[src/rtl/data_mem_arbiter.sv]
`default_nettype none
// +----------------------------------------------------------------------------+
// | data_mem_arbiter: two-port (CPU=A, DMA=B) arbiter onto one data memory.    |
// | Optional macro DATA_MEM_ARB_FIXED_PRIO_EN: port A wins every tie.          |
// | Rev 1.0 - initial release                                                  |
// +----------------------------------------------------------------------------+
module data_mem_arbiter #(
    parameter int AW = 32,
    parameter int DW = 32
) (
    input  logic          clk,
    input  logic          rst_n,
    input  logic          a_req,
    input  logic          a_we,
    input  logic [AW-1:0] a_addr,
    input  logic [DW-1:0] a_wdata,
    output logic          a_gnt,
    output logic          a_rvalid,
    output logic [DW-1:0] a_rdata,
    input  logic          b_req,
    input  logic          b_we,
    input  logic [AW-1:0] b_addr,
    input  logic [DW-1:0] b_wdata,
    output logic          b_gnt,
    output logic          b_rvalid,
    output logic [DW-1:0] b_rdata,
    output logic          MemRead,
    output logic          MemWrite,
    output logic [AW-1:0] Address,
    output logic [DW-1:0] WriteData,
    input  logic [DW-1:0] ReadData,
    output logic          busy
);

    typedef enum logic [1:0] {
        IDLE   = 2'd0,
        ACCESS = 2'd1,
        RESP   = 2'd2
    } state_t;

    localparam logic c_PORT_A = 1'b0;
    localparam logic c_PORT_B = 1'b1;

    state_t        r_state;
    state_t        w_state_nxt;
    logic          r_we;
    logic [AW-1:0] r_addr;
    logic [DW-1:0] r_wdata;
    logic          r_win;
    logic [DW-1:0] r_a_rdata;
    logic [DW-1:0] r_b_rdata;
    logic          w_win;
    logic          w_any_req;
    logic          w_access;

    assign w_any_req = a_req | b_req;
    assign w_access  = (r_state == ACCESS);

`ifdef DATA_MEM_ARB_FIXED_PRIO_EN
    always_comb begin
        w_win = a_req ? c_PORT_A : c_PORT_B;
    end
`else
    logic r_last;

    // On a tie the port that did not win last time is served.
    always_comb begin
        w_win = a_req ? c_PORT_A : c_PORT_B;
        if (a_req && b_req) begin
            w_win = ~r_last;
        end
    end

    always_ff @(posedge clk) begin
        if (!rst_n) begin
            r_last <= c_PORT_B;
        end else if (w_access) begin
            r_last <= r_win;
        end
    end
`endif

    always_comb begin
        w_state_nxt = r_state;
        case (r_state)
            IDLE:    if (w_any_req) w_state_nxt = ACCESS;
            ACCESS:  w_state_nxt = r_we ? IDLE : RESP;
            RESP:    w_state_nxt = IDLE;
            default: w_state_nxt = IDLE;
        endcase
    end

    always_ff @(posedge clk) begin
        if (!rst_n) begin
            r_state   <= IDLE;
            r_we      <= 1'b0;
            r_addr    <= '0;
            r_wdata   <= '0;
            r_win     <= c_PORT_A;
            r_a_rdata <= '0;
            r_b_rdata <= '0;
        end else begin
            r_state <= w_state_nxt;
            if (r_state == IDLE && w_any_req) begin
                r_win   <= w_win;
                r_we    <= (w_win == c_PORT_A) ? a_we    : b_we;
                r_addr  <= (w_win == c_PORT_A) ? a_addr  : b_addr;
                r_wdata <= (w_win == c_PORT_A) ? a_wdata : b_wdata;
            end
            if (w_access && !r_we) begin
                if (r_win == c_PORT_A) begin
                    r_a_rdata <= ReadData;
                end else begin
                    r_b_rdata <= ReadData;
                end
            end
        end
    end

    // Pulses are suppressed while reset is asserted so an aborted access never reports.
    assign a_gnt     = rst_n & w_access & (r_win == c_PORT_A);
    assign b_gnt     = rst_n & w_access & (r_win == c_PORT_B);
    assign a_rvalid  = rst_n & (r_state == RESP) & (r_win == c_PORT_A);
    assign b_rvalid  = rst_n & (r_state == RESP) & (r_win == c_PORT_B);
    assign MemWrite  = w_access & r_we;
    assign MemRead   = w_access & ~r_we;
    assign Address   = r_addr;
    assign WriteData = r_wdata;
    assign a_rdata   = r_a_rdata;
    assign b_rdata   = r_b_rdata;
    assign busy      = (r_state != IDLE);

endmodule
`default_nettype wire

[config.mk]
export PLATFORM = sky130hd
export DESIGN_NAME = data_mem_arbiter
export DESIGN_NICKNAME = d
export VERILOG_FILES = /design/src/rtl/data_mem_arbiter.sv
export SDC_FILE = /design/constraint.sdc
export NUM_CORES = 1
export LEC_CHECK = 0
export BUFFER_PORTS_ARGS = -buffer_cell sky130_fd_sc_hd__buf_4
export CAP_MARGIN = 0
export CORE_AREA = 2 2 113 169
export DETAILED_ROUTE_END_ITERATION = 7
export DIE_AREA = 0 0 115 171
export RECOVER_POWER = 100
export SLEW_MARGIN = 25
export SYNTH_ARGS = -nofsm -noshare
export SYNTH_HDL_FRONTEND = slang
export SYNTH_SLANG_ARGS = --single-unit
[constraint.sdc]
create_clock -name clk -period 1.5 [get_ports clk]
set_input_delay 0.075 -clock clk [delete_from_list [all_inputs] [get_ports clk]]
set_output_delay 0.075 -clock clk [all_outputs]
set_load 0.03 [all_outputs]
# Yosys cells after proc, flatten, opt, wreduce, memory -nomap -nowiden
# Index checks and enable logic that the tools add are counted.
# Widths: inputs -> output; s select.
# op_classes
bitwise,12
muxes,8
n_eq_ne,3
reduce_logical,8
# op_table
cell,count
$mux 32,2
$and 1x1->1,8
$mux 2,2
$pmux 2 s2,1
$reduce_and 2->1,2
$logic_and 1x1->1,3
$mux 1,3
$not 1->1,3
$eq 2x1->1 const B,1
$eq 2x2->1 const B,1
$logic_not 2->1,1
$ne 2x2->1 const B,1
$reduce_bool 2->1,1
$logic_not 1->1,1
$or 1x1->1,1
# totals
output_inout_bits,135
in_bits,166
wordCells,39
ff_bits,133

# Logic depth before layout (Yosys ltp)
# Gate-level depths: netlist of the first run.
# logic_depth
ltp_word,3
depth_mapped,6
ltp_nobuf,4

# Least setup slack after synthesis of the first run
# OpenSTA, ideal clock, no wires.
# synth_path
kind,in2out
start,input rst_n
end,output a_rvalid
required_time_ns,1.425
path_buffers,2
path_stages,3
arrival_time_ns,1.626
setup_slack_ns,-0.201
cell_sequence,clkbuf_1 -> clkbuf_1 -> nor4bb_1
# synth_between
elab_chain_cells,2
# synth_rtl
item,line,text
"start, declared",12,"input logic rst_n,"
$and 1x1->1 (2 in a row),123,assign a_rvalid = rst_n & (r_state == RESP) & (r_win == c_PORT_A);
"end, declared",18,"output logic a_rvalid,"
# Every way passes these cells.

# Worst setup path in the final report of the first run
# layout_path
start,register r_state[0]
end,output a_gnt
# layout_between
elab_chain_cells,3
# layout_rtl
item,line,text
"start, declared",44,state_t r_state;
"start signal, assigned",103,r_state <= w_state_nxt;
$eq 2x1->1,57,assign w_access = (r_state == ACCESS);
$and 1x1->1 (2 in a row),121,assign a_gnt = rst_n & w_access & (r_win == c_PORT_A);
"end, declared",17,"output logic a_gnt,"
# Every way passes these cells.

==> summary.md, run 1 <==
| Metric | Value |
|---|---|
| Top_reg_cell synth | `dfxtp_1` |
| Final setup fails | `0` |
| Switching share of power | `a little under a third` |
| Internal power | `~7.6 mW` |
| Number of global-route vias before repair | `6232` |
| Global placement routability congestion | `~0.76` |
| DP HPWL | `14.0 mm` |
| DR WL/cell | `between 15 and 20 um` |
| RSZ-0062 raised after global routing | `true` |
| Buf+Inv Stages, Crit Path | `2` |
| FFs w/ async S/R, synth | `0%` |
| Crit Path Max Fanout | `5` |
| Gate power share | `24.4%` |
| Setup crit end kind | `primary output` |
| CTS root buf | `clkbuf_16` |
| P&R area growth vs syn | `50.7%` |
| DRT Pass-1 Iters | `6` |
| Max Cap Viol | `0` |
| Worst Tran Pin Value | `around 470 ps` |
| CP startpoint | `r_state[0]` |
| Remaining global-route overflow | `0` |
| Layout cells sized above 1 | `approximately 29%` |
| CTS tree | `built` |
| Crit path kind | `reg2out` |
| FILL cells | `between 1500 and 2000` |
| Pwr Density | `1170 nW/um2` |
| EDFF count, synth | `0` |
| Die Y | `approximately 170 um` |
| Diodes inserted | `0` |
| DR vias | `about 6300` |
| Synth area leaders | `dfxtp_1, o311a_1, a21boi_0` |
| Hold Path Origin | `a_addr[28]` |
| Register area | `between 2000 and 3000 um2` |
| Nature of the critical path startpoint | `register` |
| First-pass GRT wire length | `between 30 and 40 mm` |
| Hold Path End | `Address[28]` |
| Yosys cell types | `26` |
| Fin nets | `1156` |
| GRT Total Usage | `slightly above 20%` |
| Crit path largest cell delay | `roughly 370 ps` |
| Tcrit/Tclk final | `between 90 and 100%` |
| Total negative slack | `0 ps` |
| Clock slew at reported path FFs | `around 60 ps` |
| Largest net degree at the start of global routing | `65` |
| H-tree Lvls | `4` |
| Critical Path RT | `roughly 1400 ps` |
| Initial Util | `34.2%` |
| Final Hold Vio Count | `0` |
| Num ports | `approximately 300` |
| Seq/Total Area, Yosys | `42.5%` |
| Worst r2r dst | `a_rdata[21]` |
| Antenna violations before repair | `0` |
| LEAKAGE | `4.12 nW` |
| CTS buffer count | `17` |
| Row cnt | `between 60 and 70` |
| CP max stage cell | `dfxtp_4` |
| Die extent in x | `115 um` |
| Synth Net Count | `858` |
| Post-Syn Area | `around 6300 um2` |
| Flop pwr share | `between 30% and 40%` |
| R2r worst-path depth | `5` |
| Clk sink count | `between 100 and 150` |
| Clock power frac | `between 30 and 40%` |
| CP top delay family | `flip-flops` |
| Crit-path cells | `buf_6, nor2b_4, nand2_2, nor2_1, buf_4` |
| Cells after synthesis | `between 600 and 700` |
| Reg2reg setup slack | `20 ps` |
| Share of the synthesized area in the top cell type | `42.5%` |
| Max clock buf depth | `2` |
| Critical R2R Launch | `r_state[0]` |
| Tmin final | `between 1000 and 1500 ps` |
| Total power | `roughly 11 mW` |
| Die Area | `slightly below 20000 um2` |
| Hold Path Depth | `3` |
| Achievable Freq | `about 0.67 GHz` |
| Count of pins over their slew limit | `0` |
| Skew-Pair Late Insertion Delay | `approximately 400 ps` |
| Post-Syn Area per Cell | `between 9 and 10 um2` |
| Net Sw Power | `around 3.4 mW` |
| Rel. slew slack | `between 60 and 70%` |
| Yosys top cell by area | `dfxtp_1` |
| Routed Antenna Nets | `0` |
| Clock skew | `a little under 9 ps` |
| Outcome | `complete, no violations` |
| Seq cells post-synth | `133` |
| Drt drc | `0` |
| Arrival time at the worst endpoint | `1410 ps` |
| Via density | `about 5.2` |
| Detailed router's first-iteration violation count | `between 400 and 500` |
| HP Class | `in2reg` |
| Port buffer count | `300` |
| Core box area | `approximately 18000 um2` |
| VDD IR max | `about 0.00062 V` |
| Util after Layout | `between 50% and 60%` |
| Area of the multi-input gates | `3290 um2` |
| WL final | `roughly 21 mm` |
| Synth Warn # | `0` |
==> cells in the mapped netlist (5+ instances only) <==
cell and number:
nand3_2 8, a21boi_0 65, buf_6 7, o21ai_2 32, o21ai_0 32, dfxtp_1 133
o311a_1 65, o21bai_1 65, buf_1 6, nor2_1 5, and3_1 66, nand3_1 57
nand2_1 66, buf_2 14, clkbuf_1 57
==> placed cells by master (no fill, tap or decap), types with 8 or more instances in the layout <==
master | netlist | layout
o21ai_0 | 32 | 32
o21ai_2 | 32 | 32
o311a_1 | 65 | 65
o21bai_1 | 65 | 65
nand3_2 | 8 | 10
a21boi_0 | 65 | 65
dlygate4sd3_1 | 0 | 32
buf_4 | 1 | 178
clkbuf_16 | 0 | 18
clkbuf_1 | 57 | 129
and3_1 | 66 | 65
nand3_1 | 57 | 55
buf_12 | 0 | 16
buf_6 | 7 | 8
nand2_1 | 66 | 65
dfxtp_1 | 133 | 131
==> power groups by stage <==
stage	Combinational (mW)	Sequential, mW	Clock (mW)
after floorplan	1.07	4.62	0
after global placement	2.82	4.07	0
after detailed placement	2.83	4.07	0
after CTS	2.92	4.00	4.46
after global routing	2.90	4.03	4.61
final	2.69	3.99	4.35
==> final cells by class <==
type                            instances  share of cell area (%)
Sequential cell                       133                    28.3
Tap cell                              220                    2.91
Clock inverter                         13                    1.80
Inverter                                1                  0.0662
Multi-Input combinational cell        473                    34.9
Timing Repair Buffer                  364                    27.4
Clock buffer                           19                    4.69
==> layer usage <==
layer / GRT usage (%) / vias to the layer above / wire length (um)
met1: 24.2 / 2924 / 8730
met3: 7.44 / 23 / 1660
met4: 7.54 / 0 / 422
met2: 34.9 / 233 / 10400
li1: - / 3159 / -
met5: 0 / - / 0
==> worst max path at each step <==
stage | end | slack (ps) | depth (start not counted)
after floorplan | a_rvalid | 90 | 3
after global placement | WriteData[7] | 70 | 4
after detailed placement | Address[0] | 50 | 4
after CTS | a_gnt | -20 | 5
after global routing | a_gnt | -70 | 5
final | a_gnt | 10 | 5
==> sequential cells by signal, indices dropped and copies added (netlist names) <==
name / flops
Address: 32
a_rdata: 32
WriteData: 32
r_we: 1
r_win: 1
r_last: 1
r_state: 2
b_rdata: 32
==> worst min-delay path, stage by stage <==
cell	delay (ps)
buf_4	70
and3_1	140
o311a_1	130
==> kinds of logic (layout without fill, tap and decap cells) <==
family          count (synthesis)  count (layout)  synth area share, %
mux                             1               1                0.160
compound gates                261             261                 33.2
flops                         133             133                 42.5
simple gates                  211             211                 17.8
buf+inv                        86             397                 6.33
==> through the flow <==
step / hold slack, ps / setup WS, ps / cell area (um2) / cells
after global routing: 16.0 / -65.4 / 9450 / 1223
after floorplan: 205 / 89.1 / 6280 / 692
after global placement: 302 / 72.4 / 8860 / 1152
after detailed placement: 307 / 53.1 / 8860 / 1152
after CTS: 8.34 / -19.9 / 9830 / 1218
final: 27.7 / 11.8 / 9450 / 1223
==> what timing repair did <==
action,in CTS,in global routing
buffers inserted,2,3
hold endpoints to repair,64,0
pin swaps,0,3
gates cloned,0,2
hold buffers,32,0
setup endpoints to repair,5,30
resized for setup,9,13
Note: power is estimated with default switching activity, not from simulation.
==> run 2: changes to the inputs <==
Settings changed: TNS_END_PERCENT from default to 50.
Clock period 1.5 ns to 1.8 ns, I/O delays scaled along.
==> summary.md, run 2 (same netlist as run 1, synthesis figures left out) <==
| Metric | Value |
|---|---|
| Max clock buf depth | `2` |
| Max Cap Viol | `0` |
| First-pass GRT wire length | `32.4 mm` |
| R2r worst-path depth | `4` |
| CTS root buf | `clkbuf_16` |
| Rel. slew slack | `about three fifths` |
| Global placement routability congestion | `0.760` |
| DRT Pass-1 Iters | `5` |
| Final Hold Vio Count | `0` |
| Die Area | `19700 um2` |
| Clock skew | `~10 ps` |
| Antenna violations before repair | `0` |
| CP max stage cell | `dfxtp_1` |
| HP Class | `in2reg` |
| Hold Path Origin | `a_wdata[4]` |
| FILL cells | `1943` |
| Critical Path RT | `between 1500 and 2000 ps` |
| Design Area, Final | `approximately 9000 um2` |
| Die extent in x | `roughly 120 um` |
| Total negative slack | `0 ps` |
| CTS buffer count | `17` |
| Outcome | `complete, no violations` |
| Row cnt | `61` |
| Initial Util | `~34%` |
| RSZ-0062 raised after global routing | `false` |
| Buf+Inv Stages, Crit Path | `3` |
| Setup crit end kind | `primary output` |
| Drt drc | `0` |
| Via density | `just over 5` |
| Tmin final | `1670 ps` |
| Count of pins over their slew limit | `0` |
| Diodes inserted | `0` |
| Crit Path Max Fanout | `28` |
| CTS resizes | `0` |
| Most frequent cells in the layout | `buf_4, dfxtp_1, clkbuf_1` |
| Area after DPL | `around 8700 um2` |
| DP HPWL | `about 14 mm` |
| LEAKAGE | `between 3 and 4 nW` |
| Largest net degree at the start of global routing | `90` |
| Detailed router's first-iteration violation count | `between 400 and 500` |
| Skew-Pair Late Insertion Delay | `about 420 ps` |
| Hold Path Depth | `3` |
| Critical R2R Launch | `r_state[1]` |
| Num ports | `~300` |
| GRT Total Usage | `approximately a fifth` |
| Pwr Density | `between 900 and 1000 nW/um2` |
| Fin nets | `1146` |
| Port buffer count | `300` |
| Number of global-route vias before repair | `6170` |
| DR WL/cell | `between 15 and 20 um` |
| CP top delay family | `buffers and inverters` |
| Tcrit/Tclk final | `between 90 and 100%` |
| VDD IR max | `roughly 0.00054 V` |
| Postcts setup bufs | `0` |
| Core box area | `18300 um2` |
| Crit path kind | `reg2out` |
| Hold Path End | `WriteData[4]` |
| Reg2reg setup slack | `approximately 230 ps` |
| H-tree Lvls | `4` |
| Final setup fails | `0` |
| Most common cell after layout, fill and taps aside | `buf_4` |
| CTS tree | `built` |
| Crit path largest cell delay | `between 300 and 400 ps` |
| Die Y | `around 170 um` |
| Nature of the critical path startpoint | `register` |
| Achievable Freq | `0.597 GHz` |
| Worst r2r dst | `Address[0]` |
| Crit-path cells | `nor2_1, inv_2, buf_8, buf_4` |
| Clk sink count | `133` |
| Clock slew at reported path FFs | `around 70 ps` |
| Layout cells sized above 1 | `between 20% and 30%` |
| Arrival time at the worst endpoint | `between 1500 and 2000 ps` |
| P&R area growth vs syn | `44.0%` |
| Remaining global-route overflow | `0` |
| Worst Tran Pin Value | `571 ps` |
| DR vias | `6291` |
| Routed Antenna Nets | `0` |
| WL final | `approximately 21 mm` |
==> run 2: final cells by class <==
| class | instances | area [um2] | share of cell area, % |
|---|---|---|---|
| timing repair buffer | 354 | 2360 | 26.1 |
| sequential | 133 | 2660 | 29.5 |
| clock inverter | 13 | 146 | 1.62 |
| clock buffer | 19 | 453 | 5.02 |
| tap | 220 | 275 | 3.05 |
| inverter | 1 | 3.75 | 0.0416 |
| multi-input combinational | 473 | 3130 | 34.6 |
==> run 2: worst max path at each step <==
stage / cells after the start / slack, ps / end / from
global placement: 4 / 320 / WriteData[7] / r_state[1]
global route: 5 / 10 / b_rdata[16] / r_we
detailed placement: 4 / 280 / WriteData[7] / r_state[1]
CTS: 4 / 50 / busy / r_state[1]
floorplan: 3 / 70 / a_rvalid / rst_n
finish: 4 / 130 / busy / r_state[1]
==> run 2: through the flow <==
step	std cells	hold WS, ps	utilization, %	setup WS [ps]	power [mW]
floorplan	692	220	-	69.1	4.74
global placement	1147	316	47.6	316	5.67
detailed placement	1147	322	47.6	276	5.68
CTS	1212	17.5	52.6	52.7	9.32
global route	1213	32.4	49.3	12.6	9.37
finish	1213	37.5	49.3	126	8.94
==> run 2: timing repair <==
item	4_1_cts	5_1_grt
hold buffers	33	0
setup endpoints to repair	0	1
endpoints found under the hold margin	65	0
==> run 2: tightest hold or removal path, cell delays in order <==
cell and delay, ps:
buf_4 70, and3_1 140, o311a_1 130
==> run 2: power by group <==
| part | internal (mW) | switching (mW) | leakage [nW] |
|---|---|---|---|
| Sequential | 3.20 | 0.125 | 1.09 |
| Clock | 2.13 | 1.40 | 0.290 |
| Combinational | 0.831 | 1.26 | 2.58 |
==> run 2: per-layer routing <==
layer | global-route usage (%) | up-vias | wire length [um]
li1 | - | 3140 | -
met1 | 23.8 | 2893 | 8320
met2 | 35.4 | 234 | 10400
met3 | 8.50 | 24 | 1830
met4 | 5.87 | 0 | 339
met5 | 0 | - | 0
